### src/rtl/gf180mcu_osu_sc_12t_cellchk.sv
// Exhaustive stimulus generator / response checker for one combinational library cell.
// Optional MISR signature output enabled by defining GF180MCU_OSU_SC_CELLCHK_MISR_EN.
module gf180mcu_osu_sc_12t_cellchk #(
  parameter int                  NIN    = 2,
  parameter logic [(2**NIN)-1:0] TT     = 4'b0001,
  parameter int                  SETTLE = 2
) (
  input  logic           CLK,
  input  logic           RN,
  input  logic           START,
  input  logic           Y_DUT,
  output logic [NIN-1:0] STIM,
  output logic           BUSY,
  output logic           DONE,
  output logic           PASS,
  output logic [7:0]     ERR_CNT,
  output logic           FAIL_VLD,
  output logic [NIN-1:0] FAIL_VEC
`ifdef GF180MCU_OSU_SC_CELLCHK_MISR_EN
  ,
  output logic [15:0]    SIG
`endif
);

  // START is a level request with no handshake: it is accepted on any rising
  // edge where the checker is IDLE and START=1, and ignored while in RUN.
  // BUSY is a direct decode of the state register (BUSY=1 <=> RUN).

  typedef enum logic {
    S_IDLE = 1'b0,
    S_RUN  = 1'b1
  } state_t;

  localparam logic [NIN-1:0] LAST_VEC = '1;
  localparam logic [7:0]     SETTLE_L = 8'(SETTLE);

  state_t         state_q, state_d;
  logic [NIN-1:0] vec_q, vec_d;
  logic [7:0]     cnt_q, cnt_d;
  logic           done_q, done_d;
  logic           pass_q, pass_d;
  logic [7:0]     err_cnt_q, err_cnt_d;
  logic           fail_vld_q, fail_vld_d;
  logic [NIN-1:0] fail_vec_q, fail_vec_d;

  logic sample;
  logic mismatch;
  logic accept;

  assign accept   = (state_q == S_IDLE) && START;
  assign sample   = (state_q == S_RUN) && (cnt_q <= 8'd1);
  assign mismatch = (Y_DUT != TT[vec_q]);

  always_comb begin
    state_d    = state_q;
    vec_d      = vec_q;
    cnt_d      = cnt_q;
    done_d     = done_q;
    pass_d     = pass_q;
    err_cnt_d  = err_cnt_q;
    fail_vld_d = fail_vld_q;
    fail_vec_d = fail_vec_q;

    case (state_q)
      S_IDLE: begin
        if (START) begin
          state_d    = S_RUN;
          vec_d      = '0;
          cnt_d      = SETTLE_L;
          done_d     = 1'b0;
          pass_d     = 1'b0;
          err_cnt_d  = 8'd0;
          fail_vld_d = 1'b0;
          fail_vec_d = '0;
        end
      end
      S_RUN: begin
        if (!sample) begin
          cnt_d = cnt_q - 8'd1;
        end else begin
          if (mismatch) begin
            if (err_cnt_q != 8'hFF) err_cnt_d = err_cnt_q + 8'd1;
            if (!fail_vld_q) begin
              fail_vld_d = 1'b1;
              fail_vec_d = vec_q;
            end
          end
          if (vec_q == LAST_VEC) begin
            // Last vector: finish, park STIM at zero and publish the verdict.
            state_d = S_IDLE;
            vec_d   = '0;
            done_d  = 1'b1;
            pass_d  = !fail_vld_q && !mismatch;
          end else begin
            vec_d = vec_q + 1'b1;
            cnt_d = SETTLE_L;
          end
        end
      end
      default: state_d = S_IDLE;
    endcase
  end

  always_ff @(posedge CLK) begin
    if (!RN) begin
      state_q    <= S_IDLE;
      vec_q      <= '0;
      cnt_q      <= 8'd0;
      done_q     <= 1'b0;
      pass_q     <= 1'b0;
      err_cnt_q  <= 8'd0;
      fail_vld_q <= 1'b0;
      fail_vec_q <= '0;
    end else begin
      state_q    <= state_d;
      vec_q      <= vec_d;
      cnt_q      <= cnt_d;
      done_q     <= done_d;
      pass_q     <= pass_d;
      err_cnt_q  <= err_cnt_d;
      fail_vld_q <= fail_vld_d;
      fail_vec_q <= fail_vec_d;
    end
  end

  assign STIM     = vec_q;
  assign BUSY     = (state_q == S_RUN);
  assign DONE     = done_q;
  assign PASS     = pass_q;
  assign ERR_CNT  = err_cnt_q;
  assign FAIL_VLD = fail_vld_q;
  assign FAIL_VEC = fail_vec_q;

`ifdef GF180MCU_OSU_SC_CELLCHK_MISR_EN
  logic [15:0] sig_q, sig_d;

  // CRC-CCITT style serial MISR over the raw sampled response sequence.
  always_comb begin
    sig_d = sig_q;
    if (accept) begin
      sig_d = 16'hFFFF;
    end else if (sample) begin
      sig_d = {sig_q[14:0], 1'b0} ^ ((sig_q[15] ^ Y_DUT) ? 16'h1021 : 16'h0000);
    end
  end

  always_ff @(posedge CLK) begin
    if (!RN) sig_q <= 16'hFFFF;
    else     sig_q <= sig_d;
  end

  assign SIG = sig_q;
`else
  logic unused_accept;
  assign unused_accept = accept;
`endif

endmodule
### config.mk
export PLATFORM = sky130hd
export DESIGN_NAME = gf180mcu_osu_sc_12t_cellchk
export DESIGN_NICKNAME = d
export VERILOG_FILES = /design/src/rtl/gf180mcu_osu_sc_12t_cellchk.sv
export SDC_FILE = /design/constraint.sdc
export NUM_CORES = 1
export LEC_CHECK = 0
export BUFFER_PORTS_ARGS = -buffer_cell sky130_fd_sc_hd__buf_2
export CAP_MARGIN = 10
export CORE_MARGIN = 5
export CORE_UTILIZATION = 35
export DETAILED_ROUTE_END_ITERATION = 16
export HOLD_SLACK_MARGIN = 0.12
export PLACE_DENSITY = 0.56
export SYNTH_ARGS = -nofsm -noshare
export SYNTH_HDL_FRONTEND = slang
export SYNTH_SLANG_ARGS = --single-unit
### constraint.sdc
create_clock -name CLK -period 3.41 [get_ports CLK]
set_clock_uncertainty 0.1 [all_clocks]
set_input_delay 0.341 -clock CLK [delete_from_list [all_inputs] [get_ports CLK]]
set_output_delay 0.341 -clock CLK [all_outputs]
set_load 0.01 [all_outputs]
==> results by stage <==
Detailed routing:
- The number of nets with antenna violations after routing is 0.
- The first routing iteration left 93 violations.
- In the final routed layout, each cell accounts on average for 13.26 microns.
- For this block, the routed nets add up to 2.812 mm of wire.
- The detailed-router iteration count before antenna repair is 4.
- Using the TritonRoute via totals, the vias-per-cell ratio works out to 5.377.
- The via count is 1,140.
- The number of remaining DRC errors is 0.

Final layout:
- The area growth from synthesis to layout is 13.39%.
- The area of combinational cells with multiple inputs is 699.4 sq um.
- Summing all flip-flop and latch instances after layout gives 480.5 sq um.
- The final-layout fill cell count is 376.
- The post-route netlist has 18.07% of its cells at a drive strength greater than 1.
- Leaving out fill and tap cells, the most frequent cells in the layout are 24 x dfxtp_1, 19 x buf_2, 16 x a21oi_1.
- The commonest non-fill, non-tap cell in the layout is dfxtp_1.
- The final cell utilization of the core is 41.59%.
- The final-stage net count is about 180.
- The total inserted antenna cells is 0.

Timing:
- The number of max-slew violations in the final report is 0.
- The post-layout worst setup margin is 1064 ps.
- The final-layout setup total negative slack is 0 ps.
- The period utilization is 68.80%.
- For the pin with the worst max-slew slack, the measured transition is 608.6 ps.
- Subtracting the final worst setup slack from the clock period gives about 2300 ps.
- The worst relative slew slack is 59.08%.
- The achievable clock frequency is 426.2 MHz.
- The total count of hold-check failures in the final report came to 0.
- Setup repair after global routing left no endpoint under its margin.
- The setup-violating endpoint count in the final report is 0.

Critical path:
- Of all nets on the critical path, the largest fanout is 14.
- The critical path start-end classification is flip-flop to flip-flop.
- Data arrives at the worst endpoint at 2510 ps.
- Walking the worst path, the cells encountered are or4_4 -> nor3_4 -> a21boi_2 -> or4_1 -> a21oi_1.
- In this design, the stage delay of the slowest critical-path cell is ~550 ps.
- The critical path data required time is roughly 3600 ps.
- The cell type of the slowest stage on the worst timing path is or4_4.
- The launching element type of the critical path is a flip-flop.
- STA classifies the critical path endpoint as a flip-flop.

Global route:
- The wire length of the first global-routing pass is around 4.7 mm.
- The maximum number of pins on one net before global-route repair is 15.
- In the global route stage, overall resource usage came out at 11.81%.
- After global routing the overflow that remains totals 0.
- The initial antenna violation count is 0.
- The number of global-route vias before repair is 1,029.

Floorplan:
- The die outline width is 69.37 microns.
- The height of the chip is a little under 70 microns.
- The die area is 0.004812 sq mm.
- The number of primary I/O pins is 20.
- Row generation in the floorplan step produced 21 rows.
- The core area is 0.003363 sq mm.
- The initial utilization of the core area, before any placement, comes to 36.68%.

Min path:
- The type of the most critical hold path is primary input to flip-flop.

Clock network:
- In this run the clock root is driven by a clkbuf_4.
- Buffers inserted to repair hold after CTS numbered 0.
- The number of cells upsized or downsized after cts is 0.
- Counting along the longest clock path gives a buffer depth of 2.
- The TritonCTS clock tree is done.
- The number of buffers inserted to repair setup after CTS is 0.
- After clock tree synthesis, the clock-pin slew on the worst setup and hold paths is 130 ps.
- The number of clock buffers added by TritonCTS is 3.
- The number of H-tree levels is 1.
- The number of sinks driven by the clock tree is 24.
- The insertion delay to the later sink of the worst-skew pair is 320 ps.

Synth:
- After synthesis, the share of flip-flops with an asynchronous set or reset is 0%.
- In the post-synthesis netlist, the biggest area contributors are dfxtp_1 39%, a21oi_1 6.5%, ha_1 5.1%.
- Summing the sequential cell areas from Yosys gives about 40% of the chip area.
- The post-synth design cell area is 0.001234 sq mm.
- The total nets after synthesis is between 150 and 200.
- Yosys mapped the design onto 41 distinct sky130hd cell types.
- The share of the synthesized area in the top cell type is 38.95%.
- The post-synthesis cell count is approximately 150.
- The total of flip-flops plus latches after synthesis is 24.
- The number of warnings reported in the yosys synthesis log is 0.
- The largest area contributor in the netlist is dfxtp_1.
- Among all flip-flop cells after synthesis, the most frequent one is dfxtp_1.
- The synthesized area per cell is ~8.4 sq um.
- The number of flops mapped to enable cells by yosys is 0.

Pwr:
- The sequential cell fraction of total power is 49.9%.
- Of the total power, the clock network draws 23.8%.
- The switching power share of the total is 32.79%.
- The power share of the combinational group is 26.4%.
- The cell-internal power is ~0.43 mW.
- The worst vdd rail ir drop is 0.2073 mV.
- Summed over all nets, the switching power comes to 0.2095 mW.
- The analysis attributes to cell leakage a power of 0.5492 nW.
- Power spread over the standard cell area amounts to 456.7 mW/mm^2.

Flow run:
- Max-cap violations in this run came to 0.

Placed design:
- During placement, the flow inserted port buffers numbering 19.
- The wire-length estimate of the detail-placed layout is 2.103 mm.
- The setup slack at placement is 1112 ps.
- At the end of routability-driven placement, the weighted congestion stood at ~0.77.

Status:
- The run finished with clean final reports.
-- sequential cells by signal (all words and copies together) (netlist names) --
| signal | cells |
|---|---|
| BUSY | 1 |
| FAIL_VEC | 2 |
| DONE | 1 |
| PASS | 1 |
| ERR_CNT | 8 |
| STIM | 2 |
| FAIL_VLD | 1 |
| cnt_q | 8 |
-- path summary, 6_finish.rpt --
kind                                       startpoint                 endpoint  slack [ps]  cells after the start
worst max-delay path            cnt_q[2]$_SDFFE_PN0P_  ERR_CNT[3]$_SDFFE_PN0P_        1060                      5
worst min-delay path                               RN    cnt_q[4]$_SDFFE_PN0P_         210                      2
worst max register to register  cnt_q[2]$_SDFFE_PN0P_  ERR_CNT[3]$_SDFFE_PN0P_        1060                      5
worst min register to register  cnt_q[7]$_SDFFE_PN0P_    cnt_q[7]$_SDFFE_PN0P_         380                      1
-- layout make-up --
cell class	instances	area share [%]
inverter	8	2.147
sequential	24	34.35
multi-input combinational	111	50.00
clock buffer	4	2.594
tap	46	4.114
timing repair buffer	19	6.798
-- through the flow --
step	hold slack, ps	instances	instance area [sq um]	power, mW
finish	206.2	212	1399	0.6389
global route	189.1	212	1399	0.6885
CTS	197.0	212	1399	0.6501
detailed placement	360.4	208	1363	0.4935
global placement	348.4	208	1363	0.4899
floorplan	331.7	147	1234	0.4603
-- worst max-delay path: cells and delay by family (launching register included) --
kind	cells	cell delay [ps]
AOI/OAI and AO/OA	2	390
DFF	1	370
and+or+nand+nor	3	1430
-- metal layers --
metal,wire (microns),vias to the layer above,global-route usage [%]
met1,1233,541,13.81
met5,0,-,0
met3,122,2,3.768
met4,26,0,3.254
met2,1430,18,20.55
li1,-,579,-
-- synthesized netlist by cell type (all sizes together), types with 2 or more instances --
| cell | n |
|---|---|
| o21ai | 9 |
| ha | 5 |
| clkbuf | 2 |
| nand2 | 11 |
| dfxtp | 24 |
| nor3 | 9 |
| a31oi | 4 |
| nand3b | 2 |
| nor2 | 11 |
| or4 | 3 |
| inv | 8 |
| mux2i | 3 |
| nand3 | 2 |
| o31ai | 2 |
| a21oi | 16 |
| nand4 | 3 |
| buf | 2 |
| and2 | 4 |
| or3 | 8 |
-- power groups by stage --
stage                     Sequential, mW  Combinational, mW  Clock (mW)
after floorplan                    0.321              0.139           0
after global placement             0.324              0.166           0
after detailed placement           0.325              0.169           0
after CTS                          0.318              0.170       0.162
after global routing               0.322              0.189       0.177
final                              0.319              0.168       0.152
-- cells by family after synthesis --
group,synth area share [%]
and+or+nand+nor,26.67
AOI/OAI and AO/OA,21.10
DFF,38.95
buffers and inverters,4.361
adders and majority gates,5.071
muxes,2.434
xor gates and xnor gates,1.420
No activity file was read; power rests on OpenSTA's default activity.
